### src/rtl/config_chain_loader_pkg.sv
// Shared definitions for the configuration chain loader.
//   - default parameter values for chain length, word width and timeout
//   - loader FSM state encoding
//   - counter width helper used by the top and the serializer
package config_chain_loader_pkg;

  localparam int CHAIN_LEN_DEF = 256;
  localparam int WORD_W_DEF    = 8;
  localparam int TIMEOUT_DEF   = 1024;

  typedef enum logic [2:0] {
    ST_IDLE  = 3'd0,
    ST_LOAD  = 3'd1,
    ST_SHIFT = 3'd2,
    ST_DONE  = 3'd3,
    ST_ERR   = 3'd4
  } cfg_state_t;

  // Bits needed to hold values 0..max_val; never less than one bit.
  function automatic int cnt_width(input int max_val);
    return (max_val < 1) ? 1 : $clog2(max_val + 1);
  endfunction

endpackage

### src/rtl/cfg_word_serializer.sv
// Captures one bitstream word and presents it LSB first, one bit per shift.
// Ports:
//   clk, reset  - clock, asynchronous active-high reset (index only)
//   load        - capture word_data, restart at bit 0
//   shift       - advance to the next bit
//   word_data   - incoming bitstream word
//   head_bit    - bit currently presented to the chain head
//   last_bit    - current bit is the top bit of the captured word
module cfg_word_serializer
  import config_chain_loader_pkg::*;
#(
  parameter int WORD_W = WORD_W_DEF
) (
  input  logic              clk,
  input  logic              reset,
  input  logic              load,
  input  logic              shift,
  input  logic [WORD_W-1:0] word_data,
  output logic              head_bit,
  output logic              last_bit
);

  localparam int              IDX_W    = cnt_width(WORD_W - 1);
  localparam logic [IDX_W-1:0] LAST_IDX = IDX_W'(WORD_W - 1);

  logic [WORD_W-1:0] word_q;
  logic [IDX_W-1:0]  idx_q;

  // Data register carries no reset: the chain head output is gated by
  // shift_en in the top, so stale contents never reach the fabric.
  always_ff @(posedge clk) begin
    if (load)
      word_q <= word_data;
    else if (shift)
      word_q <= word_q >> 1;
  end

  always_ff @(posedge clk or posedge reset) begin
    if (reset)
      idx_q <= '0;
    else if (load)
      idx_q <= '0;
    else if (shift)
      idx_q <= idx_q + 1'b1;
  end

  assign head_bit = word_q[0];
  assign last_bit = (idx_q == LAST_IDX);

endmodule

### src/rtl/config_chain_loader.sv
// Loads a serial configuration chain from a word-wide bitstream.
// Words are accepted with a valid/ready handshake and shifted into the chain
// LSB first; the fabric is held isolated until the whole chain is loaded.
// Ports:
//   clk, reset             - clock, asynchronous active-high reset
//   start, abort           - begin / cancel a programming sequence
//   word_data, word_valid  - bitstream word input
//   word_ready             - word accepted this cycle (LOAD only)
//   ccff_head, shift_en    - serial data and enable for the chain
//   isol_n                 - 0 keeps the fabric isolated
//   busy, done, error      - sequence status (error is a LOAD timeout)
module config_chain_loader
  import config_chain_loader_pkg::*;
#(
  parameter int CHAIN_LEN = CHAIN_LEN_DEF,
  parameter int WORD_W    = WORD_W_DEF,
  parameter int TIMEOUT   = TIMEOUT_DEF
) (
  input  logic              clk,
  input  logic              reset,
  input  logic              start,
  input  logic              abort,
  input  logic [WORD_W-1:0] word_data,
  input  logic              word_valid,
  output logic              word_ready,
  output logic              ccff_head,
  output logic              shift_en,
  output logic              isol_n,
  output logic              busy,
  output logic              done,
  output logic              error
);

  localparam int               BIT_W    = cnt_width(CHAIN_LEN);
  localparam int               TMO_W    = cnt_width(TIMEOUT);
  localparam logic [BIT_W-1:0] LAST_BIT = BIT_W'(CHAIN_LEN - 1);
  localparam logic [TMO_W-1:0] TMO_LAST = TMO_W'(TIMEOUT - 1);

  cfg_state_t       state;
  logic [BIT_W-1:0] bit_cnt;
  logic [TMO_W-1:0] tmo_cnt;
  logic             ser_load;
  logic             ser_shift;
  logic             ser_head;
  logic             ser_last;

  // Abort wins over both the handshake and the shift.
  assign ser_load  = (state == ST_LOAD) && word_valid && !abort;
  assign ser_shift = (state == ST_SHIFT) && !abort;

  cfg_word_serializer #(
    .WORD_W (WORD_W)
  ) u_ser (
    .clk       (clk),
    .reset     (reset),
    .load      (ser_load),
    .shift     (ser_shift),
    .word_data (word_data),
    .head_bit  (ser_head),
    .last_bit  (ser_last)
  );

  always_ff @(posedge clk or posedge reset) begin
    if (reset) begin
      state   <= ST_IDLE;
      bit_cnt <= '0;
      tmo_cnt <= '0;
    end else begin
      case (state)
        ST_IDLE, ST_DONE, ST_ERR: begin
          if (start) begin
            state   <= ST_LOAD;
            bit_cnt <= '0;
            tmo_cnt <= '0;
          end
        end
        ST_LOAD: begin
          if (abort) begin
            state <= ST_IDLE;
          end else if (word_valid) begin
            state   <= ST_SHIFT;
            tmo_cnt <= '0;
          end else if (tmo_cnt == TMO_LAST) begin
            state <= ST_ERR;
          end else begin
            tmo_cnt <= tmo_cnt + 1'b1;
          end
        end
        ST_SHIFT: begin
          if (abort) begin
            state <= ST_IDLE;
          end else begin
            bit_cnt <= bit_cnt + 1'b1;
            // The chain end can fall mid-word; the remaining upper bits of
            // the final word are simply never shifted.
            if (bit_cnt == LAST_BIT)
              state <= ST_DONE;
            else if (ser_last)
              state <= ST_LOAD;
          end
        end
        default: state <= ST_IDLE;
      endcase
    end
  end

  // All outputs decode the state register only.
  assign word_ready = (state == ST_LOAD);
  assign shift_en   = (state == ST_SHIFT);
  assign ccff_head  = shift_en && ser_head;
  assign busy       = (state == ST_LOAD) || (state == ST_SHIFT);
  assign isol_n     = (state == ST_DONE);
  assign done       = (state == ST_DONE);
  assign error      = (state == ST_ERR);

endmodule

### config.mk
export PLATFORM = sky130hd
export DESIGN_NAME = config_chain_loader
export DESIGN_NICKNAME = d
export VERILOG_FILES = /design/src/rtl/config_chain_loader_pkg.sv /design/src/rtl/cfg_word_serializer.sv /design/src/rtl/config_chain_loader.sv
export SDC_FILE = /design/constraint.sdc
export NUM_CORES = 1
export LEC_CHECK = 0
export ABC_AREA = 1
export CAP_MARGIN = 20
export CORE_MARGIN = 2
export CORE_UTILIZATION = 45
export DETAILED_ROUTE_END_ITERATION = 8
export PLACE_DENSITY = 0.65
export SETUP_SLACK_MARGIN = 0.3
export SYNTH_ARGS = -nofsm -noshare
export SYNTH_HDL_FRONTEND = slang
export SYNTH_SLANG_ARGS = --single-unit
### constraint.sdc
create_clock -name clk -period 2 [get_ports clk]
set_clock_uncertainty 0.15 [all_clocks]
set_input_delay 0.4 -clock clk [delete_from_list [all_inputs] [get_ports clk]]
set_output_delay 0.4 -clock clk [all_outputs]
set_load 0.01 [all_outputs]
* After elaboration in Yosys (flattened, before gate mapping) *
Cells that the tools add are included.

cells by class
  add/sub/neg operators = 3
  equal/unequal tests = 13
  muxes and demuxes = 20
  reduce and logical (&&, ||, !) cells = 14

operators with widths
  kind                   number
  $mux 11                4
  $mux 3                 9
  $pmux 11 s2            1
  $mux 9                 2
  $pmux 9 s2             1
  $mux 8                 2
  $add 11x1->11 const B  1
  $eq 11x10->1 const B   1
  $add 9x1->9 const B    1
  $eq 9x8->1 const B     1
  $pmux 3 s3             1
  $eq 3x2->1 const B     2
  $eq 3x3->1 const B     2
  $ne 2x2->1 const B     3
  $reduce_and 3->1       2
  $reduce_bool 2->1      3
  $logic_and 1x1->1      4
  $ne 4x2->1 const B     1
  $ne 4x3->1 const B     1
  $reduce_and 4->1       1
  $add 3x1->3 const B    1
  $eq 3x1->1 const B     1
  $logic_not 3->1        1
  $ne 3x3->1 const B     1
  other kinds (3)        3

word-level totals
  flip-flop bits (word level) = 34
  output and inout bits = 7

* Depth between registers and ports, before layout *
Gate-level depths: netlist of run 1.

  depth in word-level cells = 5
  depth in mapped cells = 11

* Modules after synthesis *
Synthesis of run 1 repeated with hierarchy kept, for this count alone.

second synthesis, totals
  cell total of the unflattened synthesis = 267
  area, all modules = 2044.5 um2

by module, submodules not included
  module               times used  cells each  area an instance (um2)
  config_chain_loader  1           216         1536.5
  cfg_word_serializer  1           51          508.0

* Worst setup path after synthesis of run 1 *
No wires, ideal clock.

  kind = register to register
  start point = register bit_cnt[0]
  end point = register state[0]
  arrival time = 1.486 ns
  required time = 1.728 ns
  slack = 0.242 ns
  stages on the path, launching flop included = 12
  buffers on the path = 0
  clock period less this slack = 1.758 ns
  path through = dfrtp_1 > ha_1 > nand2_1 > nor3_1 > nand2_1 > nor2_1 > ha_1 > nor2_1 > nand2_1 > nand3_1 > nand2_1 > o21ai_1

on the way
  cells in the longest elaborated chain, start to end = 4

ends and longest elaborated chain
  what                      RTL line                   source
  start: declaration        config_chain_loader.sv:40  logic [BIT_W-1:0] bit_cnt;
  start signal: assignment  config_chain_loader.sv:93  bit_cnt <= bit_cnt + 1'b1;
  $eq 9x8->1 *              config_chain_loader.sv:96  if (bit_cnt == LAST_BIT)
  $mux 3                    config_chain_loader.sv:96
  $mux 3                    config_chain_loader.sv:90  if (abort) begin
  $pmux 3 s3                config_chain_loader.sv:69  case (state)
  end signal: assignment    config_chain_loader.sv:72  state <= ST_LOAD;
  end signal: assignment    config_chain_loader.sv:91  state <= ST_IDLE;
  end signal: assignment    config_chain_loader.sv:97  state <= ST_DONE;
  end: declaration          config_chain_loader.sv:39  cfg_state_t state;

Every way passes the cells marked *; elsewhere a longest branch is shown, timed or not.
A chain may end at the register's enable or synchronous reset.

* Final worst setup path of run 1 *
Same ends and word-level chain as after synthesis.

==> qor.yml, run 1 <==
power.switching_mw: 1.47
grt_max_degree: 27
die_h_um: 71.4
fmax_mhz: 532
hpwl_um: 3020
sw_frac_of_total_pct: 43.0
cp.arrival_ns: 1.90
cp-end-kind: "flip-flop"
required_ns: 2.02
cts_made_buffers: 5
hold_class: "in2async"
fin_area_mm2: 0.00302
routedWlPerCell_um: 14.3
ys_types: 29
dr.first_iter.drc_count: 169
slowest_stage: "dfrtp_1"
pwr-share-clk_pct: 14.5
crit_type: "reg2reg"
rrSetupSlack_ns: 0.12
max-slew-margin-rel_pct: 76.7
ys.flop_type: "dfrtp_1"
yosys.area_share.simple_pct: 36.1
synth_area_per_cell_um2: 8.05
synth_cells: 254
drc: 0
clk_latency_ns: 0.29
combPwrFrac_pct: 59.0
n_fill_cell: 327
drtAntennaViolNets: 0
dpl_cell_area_mm2: 0.00236
area_growth_pct: 47.5
finalCriticalPeriod_ns: 1.88
synth_mux_area_share_pct: 0
max_slew.worst_pin.slew_ns: 0.349
cts.sinks: 34
die_area_mm2: 0.00510
drt_first_pass_iters: 4
crit_path_cell_trace: "ha_4 > nand2_4 > nor3_4 > nand2_2 > nor2_4 > ha_4 > nor2_2 > nand2_2 > nand3_4 > nand2_1 > o21ai_1"
drv_slew: 0
syn_area_mm2: 0.00205
vias_per_cell: 5.08
leakage_nw: 1.47
io-pin-count: 20
cts_tree: "yes"
status: "finished, final reports clean"
grt_pass1_vias: 1815
grt_pass1_wl_um: 8450
start_util_pct: 47.0
clockRootBuffer: "clkbuf_8"
holdWs_ns: 0.319
pre_cts_ws_ns: 0.0121
antennaDiodeCount: 0
synth_top_area_share_pct: 31.8
maxCapViolations: 0
rsz0062_at_grt: "true"
power_density_mw_per_mm2: 1140
finalHoldViolCount: 0
clk_pin_slew_ns: 0.08
io_buffers: 19
cts_hold_buffers: 0
cp-start-kind: "flip-flop"
rows: 24
synth_compound_area_share_pct: 8.07
setup_tns_ns: 0
path_max_fanout: 5
yosys.area.top_type: "dfrtp_1"
setup_viol: 0
fp.dieW_um: 71.4
synth-edff-count: 8
synth_top_family_by_area: "simple AND/OR/NAND/NOR gates"
regArea_um2: 892
via_count: 1942
grt_overflow_total: 0
synth_warnings: 0
nets: 347
antenna_found_initial: 0
gp_congestion: 0.813
grtUsageTotal_pct: 21.2
synthAdderAreaFrac_pct: 3.06
ir_worst_vdd_mv: 0.581
drt_wl_total_um: 5460
max_stage_delay_ns: 0.40
finalWorstSetupSlack_ns: 0.120
cts.htree.levels: 2
finalCritPeriodShare_pct: 94.0
cp_top_family: "simple AND/OR/NAND/NOR gates"
multi_input_area_mm2: 0.00121
synthArstFlopShare_pct: 76.5
layout-drive-gt1-share_pct: 41.2
yosysSeqAreaShare_pct: 43.5
p_int_mw: 1.96
synth_area_leaders: "dfrtp_1, nand2_1, edfxtp_1, inv_1, nand3_1"
ctsLongestPathBuffers: 2
worst-path-buf-inv: 0
final_util_pct: 69.3
syn_nets: 272
core_area_mm2: 0.00435
ys_seq_elements: 34
seqPwrFrac_pct: 26.5
synthXorXnorAreaFrac_pct: 0.856
## logic make-up after synthesis
family,after synthesis
compound gates,29
xor+xnor,2
fa+ha+maj,5
flops,34
simple gates,146
buf+inv,38
## metrics by stage
step,cells,power [mW]
after global routing,382,3.61
after floorplan,254,1.76
after global placement,333,2.06
after detailed placement,333,2.07
final,382,3.43
after CTS,368,3.02
## worst reg2reg max path, delay by kind of cell, from the launching register on
| family | cells | cell delay (ns) |
|---|---|---|
| adder cells (fa/ha/maj) | 2 | 0.32 |
| AND/OR/NAND/NOR | 8 | 0.83 |
| AO/OA/AOI/OAI | 1 | 0.06 |
| flip-flops | 1 | 0.40 |
## flip-flops by register name (all words and copies together), names as in the netlist
register / flops
bit_cnt: 9
state: 3
tmo_cnt: 11
u_ser.idx_q: 3
u_ser.word_q: 8
## final timing paths
path,from,endpoint,depth (start not counted)
worst max-delay path,bit_cnt[0],state[0],11
min in group clk,u_ser.idx_q[0],u_ser.idx_q[0],1
worst min-delay path,reset,state[1],3
worst min register to register,u_ser.idx_q[0],u_ser.idx_q[0],1
max in group asynchronous,reset,state[1],3
worst max register to register,bit_cnt[0],state[0],11
## power by group through the flow
stage          registers [mW]  clock network (mW)  logic, mW
2_1_floorplan           0.917                   0      0.842
3_3_place_gp            0.922                   0       1.13
3_5_place_dp            0.924                   0       1.15
4_1_cts                 0.902               0.505       1.62
5_1_grt                 0.919               0.531       2.16
6_report                0.909               0.499       2.02
## cells in the final DEF, fill, tap and decap left out, types with 5 or more instances in the layout
cell and count:
nand4_1 6, inv_2 6, buf_6 13, nand2_1 59
nor2_2 6, dfrtp_1 25, nand2_2 19, buf_4 40
nor2_4 6, nand2_4 8, edfxtp_1 8, inv_1 24
a21oi_1 7, nand3_1 16, o21ai_0 8, clkbuf_8 5
clkdlybuf4s50_1 12, nor2_1 13
## layout make-up
cell class / count / share of cell area (%)
clock inverter: 2 / 0.332
clock buffer: 6 / 2.40
sequential: 34 / 29.6
tap: 52 / 2.16
timing repair buffer: 69 / 19.9
inverter: 35 / 5.14
multi-input combinational: 183 / 40.2
timing repair inverter: 1 / 0.290
## cell usage after synthesis (5+ instances only)
| master | number |
|---|---|
| dfrtp_1 | 26 |
| a21oi_1 | 10 |
| ha_1 | 5 |
| edfxtp_1 | 8 |
| nand3_1 | 18 |
| inv_2 | 7 |
| nand2_2 | 13 |
| nand4_1 | 6 |
| nor2_1 | 21 |
| nand2_1 | 72 |
| o21ai_0 | 9 |
| inv_1 | 26 |
## layer usage
metal  wire (um)  share of wire (%)  global-route usage, %  vias to the layer above
li1            -                  -                      -                      981
met2        2750                 50                   33.8                       51
met5           0                  0                      0                        -
met3         231                4.2                   2.95                       10
met4          91                1.7                   7.97                        0
met1        2380                 44                   29.5                      900
## what timing repair did
item	4_1_cts	5_1_grt
setup buffers	25	14
cloned	2	0
gates resized for setup	61	36
pin swaps	23	19
setup endpoints to repair	33	34
(Power assumes the default switching activity.)
==> inputs of run 2 (changes only) <==
--- a/config.mk
+++ b/config.mk
@@ -11,6 +11,7 @@
 export CORE_UTILIZATION = 45
 export DETAILED_ROUTE_END_ITERATION = 8
 export PLACE_DENSITY = 0.65
+export RECOVER_POWER = 100
 export SETUP_SLACK_MARGIN = 0.3
 export SYNTH_ARGS = -nofsm -noshare
 export SYNTH_HDL_FRONTEND = slang
==> run 2 against run 1 <==
Compared with the run above: routed wire length about the same; first-iteration DRC count decreased by 0.59%; hold slack improved by 0.0025 ns; critical endpoint is now bit_cnt[6]; fmax decreased by 1.6%; global-route usage unchanged; critical path depth decreased by 1; non-clock buffer count unchanged; clock power decreased by 0.8%; highest routed layer unchanged; clock-buffer cell count unchanged; core utilization decreased by 2.3 points; die area unchanged; via count increased by 0.41%; largest power group unchanged.
==> qor.yml, run 2 (synthesized netlist as in run 1, its figures left out) <==
required_ns: 2.03
cp-start-kind: "flip-flop"
drc: 0
cp-end-kind: "flip-flop"
layout_commonest_cell: "nand2_1"
ctsLongestPathBuffers: 2
setup_viol: 0
regMostFlops: "tmo_cnt"
die_area_mm2: 0.00510
status: "finished, final reports clean"
grt_pass1_vias: 1815
power_density_mw_per_mm2: 1120
drt_wl_total_um: 5450
cts_tree: "yes"
crit_path_cell_trace: "ha_4 > nand2_4 > nor3_4 > nand2_1 > buf_4 > buf_4 > buf_4 > buf_6 > a21oi_2 > a21oi_1"
finalCriticalPeriod_ns: 1.91
maxCapViolations: 0
final_util_pct: 67.0
crit_type: "reg2reg"
grt_pass1_wl_um: 8450
clockRootBuffer: "clkbuf_8"
antenna_found_initial: 0
setup_tns_ns: 0
slowest_stage: "dfrtp_1"
layout-drive-gt1-share_pct: 36.7
die_h_um: 71.4
rows: 24
antennaDiodeCount: 0
max-slew-margin-rel_pct: 54.2
max_stage_delay_ns: 0.40
start_util_pct: 47.0
vias_per_cell: 5.10
hold_class: "reg2reg"
fp.dieW_um: 71.4
io_buffers: 19
worst-path-buf-inv: 4
via_count: 1950
finalHoldViolCount: 0
drv_slew: 0
n_fill_cell: 347
grtUsageTotal_pct: 21.2
drt_first_pass_iters: 4
finalCritPeriodShare_pct: 95.5
cpMostUsedCell: "buf_4"
cts.sinks: 34
cp_top_family: "buffers and inverters"
dr.first_iter.drc_count: 168
cts_hold_buffers: 0
largest_reg_flops: 11
gp_congestion: 0.813
max_slew.worst_pin.slew_ns: 0.688
path_max_fanout: 2
hpwl_um: 3020
ir_worst_vdd_mv: 0.581
nets: 347
cts.htree.levels: 2
reg.largest.list: "tmo_cnt (11), bit_cnt (9), u_ser.word_q (8)"
rsz0062_at_grt: "true"
leakage_nw: 1.44
core_area_mm2: 0.00435
clk_pin_slew_ns: 0.07
io-pin-count: 20
routedWlPerCell_um: 14.3
area_growth_pct: 42.7
grt_overflow_total: 0
drtAntennaViolNets: 0
grt_max_degree: 27
cp.arrival_ns: 1.94
cts_made_buffers: 5
clk_latency_ns: 0.29
fmax_mhz: 523
mostFrequentLayoutCells: "nand2_1, buf_4, dfrtp_1"
## run 2: power breakdown
group          total [mW]  switching, mW  internal, mW
sequential          0.908         0.0732         0.834
combinational        1.86           1.07         0.791
clock               0.495          0.254         0.241
## run 2: layout make-up
class / instances / area [um2] / share of cell area (%)
clock buffer: 6 / 72.6 / 2.49
timing repair buffer: 69 / 558 / 19.1
sequential: 34 / 891 / 30.5
timing repair inverter: 1 / 8.76 / 0.300
tap: 52 / 65.1 / 2.23
clock inverter: 2 / 10.0 / 0.343
inverter: 35 / 148 / 5.06
multi-input combinational: 183 / 1170 / 39.9
## run 2: final timing paths
path	from	end	slack, ns	cells past startpoint
worst max-delay path	bit_cnt[0]	bit_cnt[6]	0.09	10
worst min-delay path	u_ser.idx_q[0]	u_ser.idx_q[0]	0.32	1
worst max register to register	bit_cnt[0]	bit_cnt[6]	0.09	10
worst min register to register	u_ser.idx_q[0]	u_ser.idx_q[0]	0.32	1
max in group asynchronous	reset	tmo_cnt[6]	0.68	3
min in group asynchronous	reset	state[1]	0.58	3
## run 2: metrics by stage
stage,cells,instance area (um2),hold WS [ns],power [mW],setup slack [ns]
after floorplan,254,2060,0.290,1.76,0.306
after global placement,333,2360,0.313,2.06,0.0123
after detailed placement,333,2360,0.315,2.07,0.0121
after CTS,368,2750,0.324,3.02,0.204
after global routing,382,2920,0.355,3.45,0.0163
final,382,2920,0.322,3.27,0.0896
## run 2: metal layers
layer  track usage [%]  wire length [um]  vias to the layer above
met3              2.95               242                        8
li1                  -                 -                      979
met2              33.8              2760                       58
met1              29.5              2360                      905
met4              7.97                87                        0
met5                 0                 0                        -
## run 2: what timing repair did
| item | in CTS | in global routing |
|---|---|---|
| gates cloned | 2 | 0 |
| buffers inserted | 25 | 14 |
| pin swaps | 23 | 19 |
| setup endpoints to repair | 33 | 34 |
| resized for setup | 61 | 36 |
## run 2: worst reg2reg max path: stages, from the launching register on
cell and delay [ns]:
dfrtp_1 0.40, ha_4 0.17, nand2_4 0.06, nor3_4 0.21, nand2_1 0.14, buf_4 0.15
buf_4 0.12, buf_4 0.12, buf_6 0.11, a21oi_2 0.12, a21oi_1 0.05
==> inputs of run 3 (changes only) <==
--- a/config.mk
+++ b/config.mk
@@ -7,12 +7,15 @@
 export LEC_CHECK = 0
 export ABC_AREA = 1
 export CAP_MARGIN = 20
+export CELL_PAD_IN_SITES_DETAIL_PLACEMENT = 0
+export CELL_PAD_IN_SITES_GLOBAL_PLACEMENT = 1
 export CORE_MARGIN = 2
-export CORE_UTILIZATION = 45
+export CORE_UTILIZATION = 42
 export DETAILED_ROUTE_END_ITERATION = 8
-export PLACE_DENSITY = 0.65
+export PLACE_DENSITY_LB_ADDON = 0.1
 export RECOVER_POWER = 100
 export SETUP_SLACK_MARGIN = 0.3
 export SYNTH_ARGS = -nofsm -noshare
 export SYNTH_HDL_FRONTEND = slang
 export SYNTH_SLANG_ARGS = --single-unit
+export TNS_END_PERCENT = 10
==> run 3 against run 2 <==
Compared with the run above: largest power group unchanged; cell count is 1.3% lower; critical endpoint is now shift_en; highest routed layer unchanged; hold slack worse by 0.0040 ns; clock-buffer cell count stayed put.
==> qor.yml, run 3 (synthesized netlist as in run 1, its figures left out) <==
max_slew.worst_pin.slew_ns: 0.701
nets: 327
status: "finished, final reports clean"
grt_pass1_vias: 1678
layout_commonest_cell: "nand2_1"
cp.arrival_ns: 1.31
rsz0062_at_grt: "true"
hold_depth: 1
cts.sinks: 34
grt_use_met1_pct: 23.1
cts_made_buffers: 5
grt_pass1_wl_um: 7650
pre_cts_ws_ns: 0.0163
crit_path_cell_trace: "inv_1 > nand3_4 > inv_2 > dlygate4sd2_1"
drc: 0
grtUsageTotal_pct: 18.6
stdcell_count: 377
maxCapViolations: 0
regMostFlops: "tmo_cnt"
clk_pin_slew_ns: 0.07
combPwrFrac_pct: 47.9
mostFrequentLayoutCells: "nand2_1, buf_4, inv_1"
clockRootBuffer: "clkbuf_8"
drt_wl_total_um: 4580
drt_first_pass_iters: 4
sw_frac_of_total_pct: 40.6
cts_hold_buffers: 0
cp-end-kind: "output port"
final_util_pct: 55.5
crit_type: "reg2out"
hpwl_um: 3290
io_buffers: 19
dr.first_iter.drc_count: 65
grt_use_met2_pct: 32.0
drtAntennaViolNets: 0
vias_per_cell: 4.69
cts_tree: "yes"
power.switching_mw: 1.13
layout-drive-gt1-share_pct: 26.5
required_ns: 1.45
power_density_mw_per_mm2: 1060
drv_slew: 0
core_area_mm2: 0.00472
die_area_mm2: 0.00544
setup_tns_ns: 0
finalCritPeriodShare_pct: 92.9
numPlacedInstances: 353
finalCriticalPeriod_ns: 1.86
fp.dieW_um: 73.8
area_growth_pct: 28.3
clk_latency_ns: 0.29
die_h_um: 73.8
top_usage_layer: "met2"
io-pin-count: 20
start_util_pct: 43.3
finalHoldViolCount: 0
via_count: 1769
grt_overflow_total: 0
ctsLongestPathBuffers: 2
slowest_stage: "dfrtp_1"
pwr-share-clk_pct: 19.7
hold_class: "reg2reg"
gp_congestion: 0.739
setup_viol: 0
r2r_cells: 11
fmax_mhz: 538
routedWlPerCell_um: 12.1
path_max_fanout: 5
grt_max_degree: 27
max-slew-margin-rel_pct: 53.3
max_stage_delay_ns: 0.38
cp-start-kind: "flip-flop"
rows: 25
grt_util_met3_pct: 3.70
n_fill_cell: 450
ir_worst_vdd_mv: 0.479
largest_reg_flops: 11
seqPwrFrac_pct: 32.4
reg.largest.list: "tmo_cnt (11), bit_cnt (9), u_ser.word_q (8)"
antenna_found_initial: 0
p_int_mw: 1.65
finalWorstSetupSlack_ns: 0.141
cts.htree.levels: 2
antennaDiodeCount: 0
leakage_nw: 1.31
-- run 3: changes by cell type in the layout (fill, tap and decap cells not counted), moves of 2 or more --
cell / delta
nand2_1: +11
nand2_2: -6
buf_4: -8
nand2_4: -2
inv_4: -2
nor2_4: -3
nor2_1: +4
clkbuf_1: -3
inv_1: +2
ha_4: -2
nand2_8: -3
nor2_2: -3
buf_6: -7
clkbuf_4: -2
-- run 3: worst max-delay path, delay by kind of cell, from the launching register on --
kind                   cells  cell delay (ns)
flip-flops                 1             0.38
AND/OR/NAND/NOR            1             0.14
buffers and inverters      3             0.51
-- run 3: stage by stage --
| stage | cell area, um2 | total power [mW] | hold WS (ns) |
|---|---|---|---|
| 6_report | 2620 | 2.79 | 0.318 |
| 5_1_grt | 2620 | 3.00 | 0.350 |
| 4_1_cts | 2640 | 2.85 | 0.321 |
| 3_5_place_dp | 2410 | 2.16 | 0.313 |
| 3_3_place_gp | 2410 | 2.16 | 0.308 |
| 2_1_floorplan | 2050 | 1.75 | 0.290 |
-- run 3: layout make-up --
class / instances / area [um2] / share of cell area, %
clock buffers: 6 / 82.6 / 3.15
multi-input cells: 182 / 1020 / 38.7
flip-flops and latches: 34 / 892 / 34.0
well taps: 67 / 83.8 / 3.20
inverters: 35 / 140 / 5.34
clock inverters: 2 / 12.5 / 0.477
repair buffers: 51 / 397 / 15.1
-- run 3: final timing paths --
check,start,to,slack [ns]
setup / recovery,state[0],shift_en,0.14
hold / removal,u_ser.idx_q[0],u_ser.idx_q[0],0.32
setup reg to reg,bit_cnt[1],state[0],0.17
hold reg to reg,u_ser.idx_q[0],u_ser.idx_q[0],0.32
max in group asynchronous,reset,state[1],0.62
min in group asynchronous,reset,tmo_cnt[2],0.58
-- run 3: layer usage --
layer | share of wire [%] | wire (um)
met5 | 0 | 0
met3 | 2.0 | 93
met2 | 50 | 2310
met1 | 47 | 2130
met4 | 1.0 | 47
-- run 3: power by group through the flow --
stage          registers [mW]  logic, mW  clock network (mW)
6_report                0.904       1.34               0.548
3_5_place_dp            0.926       1.23                   0
5_1_grt                 0.915       1.49               0.593
2_1_floorplan           0.917      0.837                   0
4_1_cts                 0.907       1.38               0.562
3_3_place_gp            0.924       1.23                   0
-- run 3: timing repair --
item	in CTS	in global routing
pin swaps	12	2
setup endpoints to repair	30	47
gates resized for setup	38	6
buffers inserted	15	1
hold endpoints to repair	0	0
